## config.mk

```make
export PLATFORM = sky130hd
export DESIGN_NAME = lenet_result_reader
export DESIGN_NICKNAME = d
export VERILOG_FILES = /design/src/rtl/lenet_pkg.sv /design/src/rtl/lenet_argmax_lane4.sv /design/src/rtl/lenet_result_reader.sv
export SDC_FILE = /design/constraint.sdc
export NUM_CORES = 1
export LEC_CHECK = 0
export ABC_AREA = 1
export CAP_MARGIN = 25
export CORE_AREA = 4 4 79 81
export CTS_CLUSTER_DIAMETER = 30
export CTS_CLUSTER_SIZE = 12
export DETAILED_ROUTE_END_ITERATION = 8
export DIE_AREA = 0 0 83 85
export PLACE_DENSITY_LB_ADDON = 0.3
export SLEW_MARGIN = 20
export SYNTH_ARGS = -nofsm -noshare
export SYNTH_HDL_FRONTEND = slang
export SYNTH_SLANG_ARGS = --single-unit
```

## constraint.sdc

```tcl
create_clock -name clk -period 8.3 [get_ports clk]
set_clock_uncertainty 0.1 [all_clocks]
set_input_delay 1.66 -clock clk [delete_from_list [all_inputs] [get_ports clk]]
set_output_delay 1.66 -clock clk [all_outputs]
set_load 0.005 [all_outputs]
```

## src/rtl/lenet_pkg.sv

```systemverilog
// Shared definitions for the LeNet result reader.
//   - FSM state encoding (IDLE/READ/LAST/HOLD)
//   - Class count, SRAM_f geometry and number of words to read (NWORD)
//   - Lane extraction: lane k of a word occupies bits [31-8k -: 8]
package lenet_pkg;

  localparam int CLASS_NUM  = 10;
  localparam int DATA_WIDTH = 8;
  localparam int LANES      = 4;   // scores per SRAM_f word
  localparam int ADDR_WIDTH = 2;
  localparam int CLASS_W    = 4;
  localparam int WORD_WIDTH = LANES * DATA_WIDTH;
  localparam int NWORD      = (CLASS_NUM + LANES - 1) / LANES;

  typedef enum logic [1:0] {
    IDLE = 2'd0,
    READ = 2'd1,
    LAST = 2'd2,
    HOLD = 2'd3
  } state_e;

  // MSB position of lane k; lane 0 sits in the top byte.
  function automatic int lane_msb(input int k);
    return WORD_WIDTH - 1 - DATA_WIDTH * k;
  endfunction

  function automatic logic signed [DATA_WIDTH-1:0] get_lane(
    input logic [WORD_WIDTH-1:0] word,
    input int                    k
  );
    return word[lane_msb(k) -: DATA_WIDTH];
  endfunction

endpackage

```

## src/rtl/lenet_argmax_lane4.sv

```systemverilog
// Combinational 4-lane signed argmax update.
//   word     : one SRAM_f word holding four scores (lane 0 first)
//   base     : class index of lane 0
//   mask     : lane k participates only when mask[k] is set
//   cur_*    : running max / index going in
//   new_*    : running max / index after scanning this word
// With LENET_RESULT_TOP2_EN defined, the runner-up (max2/idx2/has2) is
// tracked as well: the displaced max drops to second place, otherwise a
// score strictly greater than the current second replaces it.
module lenet_argmax_lane4
  import lenet_pkg::*;
(
  input  logic        [WORD_WIDTH-1:0] word,
  input  logic        [CLASS_W-1:0]    base,
  input  logic        [LANES-1:0]      mask,
  input  logic signed [DATA_WIDTH-1:0] cur_max,
  input  logic        [CLASS_W-1:0]    cur_idx,
  output logic signed [DATA_WIDTH-1:0] new_max,
  output logic        [CLASS_W-1:0]    new_idx
`ifdef LENET_RESULT_TOP2_EN
  ,
  input  logic signed [DATA_WIDTH-1:0] cur_max2,
  input  logic        [CLASS_W-1:0]    cur_idx2,
  input  logic                         cur_has2,
  output logic signed [DATA_WIDTH-1:0] new_max2,
  output logic        [CLASS_W-1:0]    new_idx2,
  output logic                         new_has2
`endif
);

  logic signed [DATA_WIDTH-1:0] score;
  logic        [CLASS_W-1:0]    idx;

  // NOTE: every variable driven here gets a default first so no latch is inferred.
  always_comb begin
    new_max = cur_max;
    new_idx = cur_idx;
    score   = '0;
    idx     = '0;
`ifdef LENET_RESULT_TOP2_EN
    new_max2 = cur_max2;
    new_idx2 = cur_idx2;
    new_has2 = cur_has2;
`endif
    // Ascending lane order plus strict '>' keeps the lowest index on ties.
    for (int k = 0; k < LANES; k++) begin
      score = get_lane(word, k);
      idx   = base + CLASS_W'(k);
      if (mask[k]) begin
        if (score > new_max) begin
`ifdef LENET_RESULT_TOP2_EN
          new_max2 = new_max;
          new_idx2 = new_idx;
          new_has2 = 1'b1;
`endif
          new_max = score;
          new_idx = idx;
        end
`ifdef LENET_RESULT_TOP2_EN
        else if (!new_has2 || score > new_max2) begin
          new_max2 = score;
          new_idx2 = idx;
          new_has2 = 1'b1;
        end
`endif
      end
    end
  end

endmodule

```

## src/rtl/lenet_result_reader.sv

```systemverilog
// Reads the FC2 class scores back from SRAM_f after fc2_done and presents
// the signed argmax on a valid/ready handshake.
//   clk, srstn      : clock, asynchronous active-low reset
//   fc2_done        : one-cycle start pulse, honoured only in IDLE
//   sram_raddr_f    : SRAM_f read address (0 when not reading)
//   sram_rdata_f    : SRAM_f read data, one cycle after the address
//   busy            : cycle after start until result_valid rises
//   result_valid/ready, result_class, result_score : result handshake
// Optional macro LENET_RESULT_TOP2_EN adds result_class2/result_score2
// (runner-up), sharing the main handshake.
module lenet_result_reader
  import lenet_pkg::*;
(
  input  logic                         clk,
  input  logic                         srstn,
  input  logic                         fc2_done,
  output logic        [ADDR_WIDTH-1:0] sram_raddr_f,
  input  logic        [WORD_WIDTH-1:0] sram_rdata_f,
  output logic                         busy,
  output logic                         result_valid,
  input  logic                         result_ready,
  output logic        [CLASS_W-1:0]    result_class,
  output logic signed [DATA_WIDTH-1:0] result_score
`ifdef LENET_RESULT_TOP2_EN
  ,
  output logic        [CLASS_W-1:0]    result_class2,
  output logic signed [DATA_WIDTH-1:0] result_score2
`endif
);

  state_e                       state;
  logic                         rd_valid;   // address issue delayed one cycle
  logic        [ADDR_WIDTH-1:0] rd_addr;    // address of the word now on sram_rdata_f
  logic signed [DATA_WIDTH-1:0] run_max;
  logic        [CLASS_W-1:0]    run_idx;

  logic                         first;
  logic        [CLASS_W-1:0]    base;
  logic        [LANES-1:0]      mask;
  logic signed [DATA_WIDTH-1:0] in_max, upd_max;
  logic        [CLASS_W-1:0]    in_idx, upd_idx;

`ifdef LENET_RESULT_TOP2_EN
  logic signed [DATA_WIDTH-1:0] run_max2, upd_max2;
  logic        [CLASS_W-1:0]    run_idx2, upd_idx2;
  logic                         run_has2, in_has2, upd_has2;
`endif

  // Word 0 seeds the running max with score 0, so lane 0 is then masked
  // out and never competes against itself.
  always_comb begin
    first  = (rd_addr == '0);
    base   = CLASS_W'(int'(rd_addr) * LANES);
    in_max = first ? get_lane(sram_rdata_f, 0) : run_max;
    in_idx = first ? '0 : run_idx;
    mask   = '0;
    for (int k = 0; k < LANES; k++) begin
      mask[k] = (int'(base) + k < CLASS_NUM) && !(first && k == 0);
    end
`ifdef LENET_RESULT_TOP2_EN
    in_has2 = first ? 1'b0 : run_has2;
`endif
  end

  lenet_argmax_lane4 u_argmax (
    .word     (sram_rdata_f),
    .base     (base),
    .mask     (mask),
    .cur_max  (in_max),
    .cur_idx  (in_idx),
    .new_max  (upd_max),
    .new_idx  (upd_idx)
`ifdef LENET_RESULT_TOP2_EN
    ,
    .cur_max2 (run_max2),
    .cur_idx2 (run_idx2),
    .cur_has2 (in_has2),
    .new_max2 (upd_max2),
    .new_idx2 (upd_idx2),
    .new_has2 (upd_has2)
`endif
  );

  // NOTE: sequential state uses non-blocking assignments only.
  always_ff @(posedge clk or negedge srstn) begin
    if (!srstn) begin
      state        <= IDLE;
      sram_raddr_f <= '0;
      rd_valid     <= 1'b0;
      rd_addr      <= '0;
      busy         <= 1'b0;
      result_valid <= 1'b0;
      result_class <= '0;
      result_score <= '0;
      run_max      <= '0;
      run_idx      <= '0;
`ifdef LENET_RESULT_TOP2_EN
      run_max2      <= '0;
      run_idx2      <= '0;
      run_has2      <= 1'b0;
      result_class2 <= '0;
      result_score2 <= '0;
`endif
    end else begin
      rd_valid <= 1'b0;
      if (rd_valid) begin
        run_max <= upd_max;
        run_idx <= upd_idx;
`ifdef LENET_RESULT_TOP2_EN
        run_max2 <= upd_max2;
        run_idx2 <= upd_idx2;
        run_has2 <= upd_has2;
`endif
      end

      case (state)
        IDLE: begin
          if (fc2_done) begin
            state        <= READ;
            sram_raddr_f <= '0;
            busy         <= 1'b1;
          end
        end
        READ: begin
          rd_valid <= 1'b1;
          rd_addr  <= sram_raddr_f;
          if (sram_raddr_f == ADDR_WIDTH'(NWORD - 1)) begin
            state        <= LAST;
            sram_raddr_f <= '0;
          end else begin
            sram_raddr_f <= sram_raddr_f + 1'b1;
          end
        end
        LAST: begin
          // rd_valid is always set here: the final word is on the bus.
          state        <= HOLD;
          busy         <= 1'b0;
          result_valid <= 1'b1;
          result_class <= upd_idx;
          result_score <= upd_max;
`ifdef LENET_RESULT_TOP2_EN
          result_class2 <= upd_idx2;
          result_score2 <= upd_max2;
`endif
        end
        HOLD: begin
          if (result_ready) begin
            state        <= IDLE;
            result_valid <= 1'b0;
          end
        end
        default: state <= IDLE;
      endcase
    end
  end

endmodule

```

=== After elaboration in Yosys (flattened, before gate mapping) ===
Cells that the tools add are included.

* Flip-flop bits (word level): 33
* Logic and storage cells: 73
* Output and inout port bits: 16

* Order comparisons: 8
* Reduce and logical (&&, ||, !) cells: 11
* Mux-type cells: 30
* Add/subtract/negate cells: 7
* Eq/ne operators: 7

{| class="wikitable"
|+ Operator list
! cell !! count
|-
| $mux W8 || 9
|-
| $mux W4 || 9
|-
| $gt A8 B8 Y1 || 4
|-
| $lt A5 B4 Y1 const B || 3
|-
| $add A4 B2 Y5 const B || 2
|-
| $mux W2 || 5
|-
| $add A4 B2 Y4 const B || 2
|-
| $pmux W2 S4 || 1
|-
| $eq A2 B2 Y1 const B || 3
|-
| $ne A2 B2 Y1 const B || 3
|-
| $reduce_and A2 Y1 || 3
|-
| $reduce_bool A2 Y1 || 3
|-
| $add A4 B1 Y5 const B || 1
|-
| $add A4 B1 Y4 const B || 1
|-
| $logic_not A2 Y1 || 2
|-
| $lt A4 B4 Y1 const B || 1
|-
| $pmux W1 S2 || 2
|-
| $pmux W2 S2 || 1
|-
| $mux W1 || 3
|-
| $reduce_and A3 Y1 || 1
|-
| $add A2 B1 Y2 const B || 1
|-
| $eq A2 B1 Y1 const B || 1
|-
| $logic_and A1 B1 Y1 || 1
|-
| $logic_not A1 Y1 || 1
|}

=== Longest topological paths before layout ===
Gate-level depths: netlist of the first run.

* Word-level depth: 14
* Gate-level depth with buffers: 55
* Depth with buffers taken out: 51

=== Cells and area by module ===
Synthesis of the first run repeated with hierarchy kept, for this count alone.

* Cell total of the unflattened synthesis: 471
* Area, all modules: 3115.5 µm²

{| class="wikitable"
|+ Modules (own cells, without submodules)
! module !! area an instance (µm²) !! cells each !! times used
|-
| lenet_argmax_lane4 || 1630.3 || 291 || 1
|-
| lenet_result_reader || 1485.2 || 180 || 1
|}

=== Least setup slack after synthesis of the first run ===
Ideal clock, no wire load.

* Path kind: input to register
* From: input port sram_rdata_f[31]
* To: register result_score[1]
* Arrival: 7.314 ns
* Path buffers: 4
* Stages: 42
* Setup slack: 0.769 ns
* Required time: 8.083 ns
* Library setup time: 0.117 ns
* Path through: inv_1 -> nand2_1 -> o21ai_0 -> ha_1 -> nand2_1 -> nor2_1 -> nand3_1 -> a21oi_1 -> a21boi_2 -> nand3_4 -> clkbuf_1 -> o21ai_0 -> ha_1 -> nand2_1 -> nor2_1 -> nand2_1 -> nor3b_1 -> a21oi_2 -> [6 not listed] -> a31oi_1 -> nand2_1 -> nand2_4 -> nand3_2 -> buf_6 -> nand2_1 -> nand2_1 -> ha_1 -> a21o_1 -> a31oi_1 -> o21ai_0 -> a211oi_1 -> o21ai_0 -> nand2_1 -> clkbuf_1 -> nand3_1 -> nand3_1 -> nand2_1

* Word-level cells in the longest chain between the ends: 13

{| class="wikitable"
|+ RTL lines
! element !! line !! text
|-
| from (decl) || lenet_result_reader.sv:18 || <nowiki>input logic [WORD_WIDTH-1:0] sram_rdata_f,</nowiki>
|-
| $mux W8 || lenet_result_reader.sv:54 || <nowiki>in_max = first ? get_lane(sram_rdata_f, 0) : run_max;</nowiki>
|-
| $gt A8 B8 Y1 || lenet_argmax_lane4.sv:50 || <nowiki>if (score > new_max) begin</nowiki>
|-
| $mux W8 || lenet_argmax_lane4.sv:50 ||
|-
| $mux W8 * || lenet_argmax_lane4.sv:49 || <nowiki>if (mask[k]) begin</nowiki>
|-
| $gt A8 B8 Y1 || lenet_argmax_lane4.sv:50 ||
|-
| $mux W8 || lenet_argmax_lane4.sv:50 ||
|-
| $mux W8 * || lenet_argmax_lane4.sv:49 ||
|-
| $gt A8 B8 Y1 || lenet_argmax_lane4.sv:50 ||
|-
| $mux W8 || lenet_argmax_lane4.sv:50 ||
|-
| $mux W8 * || lenet_argmax_lane4.sv:49 ||
|-
| $gt A8 B8 Y1 || lenet_argmax_lane4.sv:50 ||
|-
| $mux W8 || lenet_argmax_lane4.sv:50 ||
|-
| $mux W8 * || lenet_argmax_lane4.sv:49 ||
|-
| to (signal assigned) || lenet_result_reader.sv:140 || <nowiki>result_score <= upd_max;</nowiki>
|-
| to (decl) || lenet_result_reader.sv:23 || <nowiki>output logic signed [DATA_WIDTH-1:0] result_score</nowiki>
|}

Mark *: on every way between the ends. The rest lies on a longest branch, timed or not.
A chain may end at the register's enable or synchronous reset.

=== Worst setup path in the final report of the first run ===
* From: input port sram_rdata_f[31]
* To: register result_score[3]

Same word-level chain as after synthesis.

==> run summary, run 1 <==
Share of cells above drive strength 1 = 12.4%
Vias in the first global route = 2743
Crit end category = flop
Ys async rst share = 100%
GRT Util Overall = 22.1%
Final Hold Vio Count = 0
Synth Area in Simple Gates = 36.5%
Initial antenna violation count = 0
Most frequent CP cell = nand2_1
Slew at the pin with the worst max-slew slack = 0.532 ns
Highest cell delay on the worst timing path = 0.52 ns
# rows = 27
Initial Utilization = 52.7%
Synth Area in XOR/XNOR = 0%
CP max FO = 8
Die width = 83 um
R2R setup slack = 1.10 ns
Most common cell after layout, fill and taps aside = nand2_1
Period Utilization, post-route = 95.8%
R2R depth = 44
WP data required = 8.42 ns
Arrival time worst endpoint = 8.08 ns
Core Region = 5470 sq um
Final Setup Violations = 0
Worst reg2reg startpoint = rd_addr[1]
Clk slew on worst S/H paths = 0.07 ns
Run status = finished, final reports clean
Grt total ovfl = 0
Min-Delay Endpoint = run_idx[3]
Hold wc startpoint = run_idx[3]
DRC = 0
Delay-heaviest family, CP = simple AND/OR/NAND/NOR gates
Root buf cell = clkbuf_8
Setup TNS = 0 ns
Via count = 3037
Total wire length = 8220 um
Element type at the critical path start = input port
Class of the worst hold path = flop to flop
Largest net degree at the start of global routing = 34
Final #Nets = 558
Number of DRC markers in iteration 0 = 151
Area grow syn2layout = 30.7%
WL/cell = 14.6 um
Adder-cell share of the synthesized area = 13.9%
Commonest cells after routing, fill and taps aside = nand2_1, inv_1, clkdlybuf4s50_1
Clock sinks = 33
Max frequency = 126 MHz
Largest family of logic cells by synthesized area = simple AND/OR/NAND/NOR gates
R2r endpoint = result_score[3]
Post-synth top flop = dfrtp_1
CP Depth = 45
Net count after synthesis = 488
Num ports = 52
Post-synthesis sequential area ratio = 28.7%
Mapped Cells = 420
Post-synth EDFFs = 0
Cell variety after synth = 32
Maxcap violations = 0
Hpwl dp = 6100 um
Minimum clock period = 7.95 ns
FF+latch count, synth = 33
CP max-delay cell = clkdlybuf4s50_1
Syn Area/Cell = 6.86 sq um
Worst-Skew Late Latency = 0.29 ns
Crit path buffers/inverters = 7
CTS hold repair buffers = 0
Num CTS Buffers = 5
Mux contribution to synthesized area = 0.695%
Die Y = 85 um
Die ar. = 7060 sq um
Remaining antenna violation count after routing = 0
I/O Buffers = 51
Post-synthesis compound-gate area fraction = 11.6%
Vias per std cell = 5.39
Final slew viol count = 0
# H-tree levels = 2
Clk buf depth = 2
CTS tree = built
Synth warn = 0
Critical path class = input port to flop
First-pass GRT wire length = 13000 um
Drt first pass iters = 5
Antenna diodes = 0
Mapped Area = 2880 sq um
Gpl congestion = 0.867
Hold Path Stages = 2
Slew margin rel. = 64.6%
## worst min-delay path: cells and delay by family, from the launching register on
kind	cells	cell delay, ns
simple gates	2	0.11
flops	1	0.34
## area by class of cell
cell class | instances | area, sq um
multi-input combinational | 327 | 1920
tap | 72 | 90.1
clock buffer | 5 | 68.8
fill | 477 | 1710
inverter | 55 | 206
clock inverter | 3 | 17.5
sequential | 33 | 826
timing repair buffer | 68 | 638
## worst max path at each step
stage	startpoint	end
3_5_place_dp	sram_rdata_f[31]	result_score[2]
4_1_cts	sram_rdata_f[31]	result_score[2]
2_1_floorplan	sram_rdata_f[31]	result_score[1]
6_report	sram_rdata_f[31]	result_score[3]
5_1_grt	sram_rdata_f[31]	result_class[2]
3_3_place_gp	sram_rdata_f[31]	run_max[2]
## metal layers
metal	GRT usage, %	wire (um)
met4	4.01	83
met5	0	0
met1	30.1	3760
met2	37.1	3870
met3	4.17	509
## cell families after synthesis
kind of cell             count (synthesis)
AO/OA/AOI/OAI                           58
adder cells (fa/ha/maj)                 32
buffers and inverters                   64
flip-flops                              33
multiplexers                             2
AND/OR/NAND/NOR                        231
## flip-flops by register name, indices dropped and copies added (netlist names)
register	flops
result_score	8
run_max	8
result_class	4
run_idx	4
rd_addr	2
sram_raddr_f	2
state	2
busy	1
rd_valid	1
result_valid	1
## Yosys cell counts, types with 3 or more instances
master / count / area share [%]
nand3_1: 26 / 4.5
dfrtp_1: 33 / 29
nand3_2: 4 / 1.4
a21oi_1: 15 / 2.6
a31oi_1: 4 / 0.87
inv_1: 54 / 7.0
nor2_1: 25 / 3.3
o21ai_0: 26 / 4.5
nand2_1: 137 / 18
and2_1: 5 / 1.1
or2_2: 4 / 0.87
o21bai_1: 3 / 0.78
ha_1: 32 / 14
clkbuf_1: 6 / 0.78
nand4_1: 20 / 4.3
## through the flow
stage	cells	util, %	hold slack, ns	setup WS (ns)	area (sq um)
2_1_floorplan	420	-	0.344	0.769	2880
3_3_place_gp	540	63.6	0.363	0.0837	3480
3_5_place_dp	540	63.6	0.364	-0.0483	3480
4_1_cts	548	65.2	0.387	0.224	3570
5_1_grt	563	68.8	0.409	-0.141	3760
6_report	563	68.8	0.385	0.346	3760
## timing repair
item / 4_1_cts / 5_1_grt
buffers inserted: 0 / 11
gates resized for setup: 0 / 26
setup endpoints to repair: 0 / 24
Power of run 1 is not shown: default switching activity piles up to over one toggle a cycle in this logic, so the estimate is an artifact.
==> run 2, diff against run 1 <==
--- a/config.mk
+++ b/config.mk
@@ -12,7 +12,7 @@
 export CTS_CLUSTER_SIZE = 12
 export DETAILED_ROUTE_END_ITERATION = 8
 export DIE_AREA = 0 0 83 85
-export PLACE_DENSITY_LB_ADDON = 0.3
+export PLACE_DENSITY = 0.83
 export SLEW_MARGIN = 20
 export SYNTH_ARGS = -nofsm -noshare
 export SYNTH_HDL_FRONTEND = slang
==> run summary, run 2 (same netlist as run 1, synthesis figures left out) <==
Clk buf depth = 2 (unchanged)
Run status = finished, final reports clean
Initial antenna violation count = 0 (unchanged)
Post-Place Cells = 539 (-0.19%)
R2R depth = 47 (+6.8%)
Setup TNS = 0 ns (unchanged)
Regs by FF count = result_score x8, run_max x8
Grt total ovfl = 0 (unchanged)
Vias in the first global route = 2736 (-0.26%)
Clk slew on worst S/H paths = 0.07 ns (about the same)
Initial Utilization = 52.7% (unchanged)
Final Setup Violations = 0 (unchanged)
Root buf cell = clkbuf_8
# H-tree levels = 2 (unchanged)
Most common cell after layout, fill and taps aside = nand2_1
Via count = 3070 (+1.1%)
Num CTS Buffers = 5 (unchanged)
Core Region = 5470 sq um (unchanged)
Hold Path Stages = 2 (unchanged)
I/O Buffers = 51 (unchanged)
Final #Nets = 557 (-0.18%)
Period Utilization, post-route = 95.9% (about the same)
Maxcap violations = 0 (unchanged)
First-pass GRT wire length = 12600 um (-3.5%)
CP max-delay cell = clkdlybuf4s50_1
Die ar. = 7060 sq um (unchanged)
CP max FO = 8 (unchanged)
Drt first pass iters = 5 (unchanged)
Element type at the critical path start = input port
Num ports = 52 (unchanged)
Critical path class = input port to flop
Total wire length = 7970 um (-3.0%)
Slew at the pin with the worst max-slew slack = 0.542 ns (+0.0103 ns)
Final slew viol count = 0 (unchanged)
Class of the worst hold path = flop to flop
Fill cells = 430 (-9.9%)
Number of DRC markers in iteration 0 = 205 (+36%)
Crit end category = flop
Remaining antenna violation count after routing = 0 (unchanged)
# rows = 27 (unchanged)
Non-filler instance count after layout = 562 (-0.18%)
CTS hold repair buffers = 0 (unchanged)
Die width = 83 um (unchanged)
Area grow syn2layout = 31.2%
Antenna diodes = 0 (unchanged)
CTS tree = built
WP data required = 8.38 ns (-0.04 ns)
Highest cell delay on the worst timing path = 0.52 ns (about the same)
Largest net degree at the start of global routing = 34 (unchanged)
Final Hold Vio Count = 0 (unchanged)
DRC = 0 (unchanged)
WL/cell = 14.2 um (-2.8%)
Hpwl dp = 5950 um (-2.4%)
Clock sinks = 33 (unchanged)
Die Y = 85 um (unchanged)
Slew margin rel. = 63.9% (-0.69 points)
Commonest cells after routing, fill and taps aside = nand2_1, inv_1, clkdlybuf4s50_1
Most frequent CP cell = nand2_1
Worst-Skew Late Latency = 0.28 ns (about the same)
Share of cells above drive strength 1 = 11.4% (-1.0 points)
GRT Util Overall = 21.3% (-0.82 points)
Post-layout util = 69.1% (+0.27 points)
Vias per std cell = 5.46 (+1.3%)
Minimum clock period = 7.96 ns (+0.00396 ns)
Gpl congestion = 0.907 (+4.6%)
Max frequency = 126 MHz (about the same)
Arrival time worst endpoint = 8.03 ns (-0.05 ns)
==> run 2: routing by layer <==
metal | part of all wire [%] | track usage [%]
met1 | 47 | 30.0
met2 | 46 | 34.2
met3 | 5.6 | 3.20
met4 | 1.6 | 5.94
met5 | 0 | 0
==> run 2: critical path: cells and delay by family <==
family	cells	cell delay, ns
adder cells (fa/ha/maj)	4	1.25
AO/OA/AOI/OAI	11	1.69
buffers and inverters	6	1.01
AND/OR/NAND/NOR	25	2.41
==> run 2: worst paths after layout <==
kind	from	endpoint	slack [ns]
worst min register to register	run_idx[3]	run_idx[3]	0.39
worst min-delay path	run_idx[3]	run_idx[3]	0.39
worst max register to register	rd_addr[1]	result_score[3]	1.04
worst max-delay path	sram_rdata_f[30]	result_score[3]	0.34
max in group asynchronous	srstn	result_score[7]	6.13
min in group asynchronous	srstn	busy	1.67
==> run 2: stage by stage <==
step | cell area (sq um) | worst slack [ns] | hold WS, ns
final | 3780 | 0.342 | 0.386
after global routing | 3780 | -0.131 | 0.414
after CTS | 3590 | 0.101 | 0.387
after detailed placement | 3480 | -0.177 | 0.365
after global placement | 3480 | 0.112 | 0.364
after floorplan | 2880 | 0.769 | 0.344
==> run 2: area by class of cell <==
class / instances / area (sq um) / share of cell area [%]
clock buffer: 7 / 86.3 / 2.28
clock inverter: 1 / 30.0 / 0.794
inverter: 55 / 206 / 5.46
multi-input combinational: 326 / 1900 / 50.3
sequential: 33 / 826 / 21.8
tap: 72 / 90.1 / 2.38
timing repair buffer: 68 / 641 / 16.9
==> run 2: what timing repair did <==
action,4_1_cts,5_1_grt
setup buffers,0,12
endpoints found under the hold margin,0,0
gates resized for setup,0,26
setup endpoints to repair,0,24
Power of run 2 is left out for the same reason.
==> run 3, diff against run 2 <==
--- a/config.mk
+++ b/config.mk
@@ -7,12 +7,14 @@
 export LEC_CHECK = 0
 export ABC_AREA = 1
 export CAP_MARGIN = 25
-export CORE_AREA = 4 4 79 81
+export CORE_AREA = 4 4 96 98
 export CTS_CLUSTER_DIAMETER = 30
 export CTS_CLUSTER_SIZE = 12
 export DETAILED_ROUTE_END_ITERATION = 8
-export DIE_AREA = 0 0 83 85
-export PLACE_DENSITY = 0.83
+export DIE_AREA = 0 0 100 102
+export HOLD_SLACK_MARGIN = 0.05
+export PLACE_DENSITY = 0.6
+export REMOVE_ABC_BUFFERS = 1
 export SLEW_MARGIN = 20
 export SYNTH_ARGS = -nofsm -noshare
 export SYNTH_HDL_FRONTEND = slang
==> run summary, run 3 (same netlist as run 1, synthesis figures left out) <==
# H-tree levels = 2 (unchanged)
Root buf cell = clkbuf_8
CP max FO = 9 (+1)
Final Hold Vio Count = 0 (unchanged)
Num CTS Buffers = 5 (unchanged)
WL/cell = 13.5 um (-4.8%)
R2R depth = 46 (-2.1%)
Die ar. = 10200 sq um (+45%)
Share of cells above drive strength 1 = 15.5% (+4.1 points)
Arrival time worst endpoint = 8.02 ns (about the same)
First-pass GRT wire length = 13400 um (+6.3%)
Most common cell after layout, fill and taps aside = nand2_1
Most frequent CP cell = nand2_1
Regs by FF count = result_score x8, run_max x8
Core Region = 8470 sq um (+55%)
WP data required = 8.37 ns (about the same)
Die Y = 102 um (+20%)
GRT Util Overall = 16.0% (-5.3 points)
Antenna diodes = 0 (unchanged)
Vias per std cell = 4.83 (-12%)
Final slew viol count = 0 (unchanged)
Initial Utilization = 34.0% (-19 points)
Final setup margin = 0.341 ns (-0.000950 ns)
Final Setup Violations = 0 (unchanged)
Final #Nets = 576 (+3.4%)
Gpl congestion = 0.944 (+4.0%)
CP max-delay cell = clkdlybuf4s50_1
Die width = 100 um (+20%)
DRC = 0 (unchanged)
Pre-CTS setup slack = 0.0200 ns (+0.197 ns)
Clk buf depth = 2 (unchanged)
Via count = 2979 (-3.0%)
CTS hold repair buffers = 0 (unchanged)
Num ports = 52 (unchanged)
Hpwl dp = 6340 um (+6.5%)
CTS tree = built
Commonest cells after routing, fill and taps aside = nand2_1, inv_1, clkdlybuf4s50_1
Drt first pass iters = 4 (-1)
Max frequency = 126 MHz (about the same)
Vias in the first global route = 2796 (+2.2%)
Slew at the pin with the worst max-slew slack = 0.625 ns (+0.0826 ns)
Critical path class = input port to flop
# rows = 34 (+26%)
Clk slew on worst S/H paths = 0.07 ns (about the same)
I/O Buffers = 51 (unchanged)
Clock sinks = 33 (unchanged)
Grt total ovfl = 0 (unchanged)
Slew margin rel. = 58.4% (-5.5 points)
Minimum clock period = 7.96 ns (+0.000950 ns)
Initial antenna violation count = 0 (unchanged)
Period Utilization, post-route = 95.9% (about the same)
Crit end category = flop
Total wire length = 8330 um (+4.5%)
Class of the worst hold path = flop to flop
Seq. cell area = 826 sq um (unchanged)
Highest cell delay on the worst timing path = 0.47 ns (-0.05 ns)
Footprint of the multi-input gates = 1900 sq um (about the same)
Largest net degree at the start of global routing = 34 (unchanged)
Number of DRC markers in iteration 0 = 142 (-31%)
Run status = finished, final reports clean
Area grow syn2layout = 37.5%
Hold Path Stages = 2 (unchanged)
Worst-Skew Late Latency = 0.28 ns (about the same)
Remaining antenna violation count after routing = 0 (unchanged)
Maxcap violations = 0 (unchanged)
Element type at the critical path start = input port
Fill cells = 843 (+96%)
[run 3: cell types whose count changed in the layout (fill, tap and decap cells not counted), sizes merged]
cell / delta
buf: +20
clkdlybuf4s50: -2
dlymetal6s2s: +2
bufinv: -1
clkbuf: +1
nand3: -1
[run 3: final timing paths]
kind	from	end	slack [ns]
setup / recovery	sram_rdata_f[31]	result_score[5]	0.34
hold / removal	result_class[3]	result_class[3]	0.38
setup reg to reg	rd_addr[1]	result_score[5]	1.01
hold reg to reg	result_class[3]	result_class[3]	0.38
max in group asynchronous	srstn	result_score[3]	6.11
min in group asynchronous	srstn	sram_raddr_f[0]	1.69
[run 3: cell type report]
cell class	instances	share of cell area (%)
well taps	108	3.41
repair buffers	88	20.5
clock buffers	8	2.02
inverters	55	5.21
multi-input cells	325	48.0
flip-flops and latches	33	20.8
[run 3: per-layer routing]
layer  track usage, %  share of wire (%)
met4             2.28               0.55
met2             25.6                 46
met5                0                  0
met1             22.9                 49
met3             3.21                3.8
[run 3: what timing repair did]
item                       4_1_cts  5_1_grt
resized for setup                0       35
setup buffers                    0       17
setup endpoints to repair        0       24
[run 3: worst max-delay path, delay by kind of cell]
family          cells  cell delay [ns]
compound gates     12             1.65
fa+ha+maj           4             1.06
buf+inv             9             1.40
simple gates       25             2.24
[run 3: metrics by stage]
stage                     util, %  hold slack (ns)  TNS, ns  cell area (sq um)  instances
after floorplan                 -            0.344        0               2840        411
after global placement       43.1            0.366        0               3650        590
after detailed placement     43.1            0.364        0               3650        590
after CTS                    44.0            0.385        0               3730        598
after global routing         46.8            0.417    -2.46               3960        617
final                        46.8            0.381        0               3960        617
Power of run 3 is left out for the same reason.
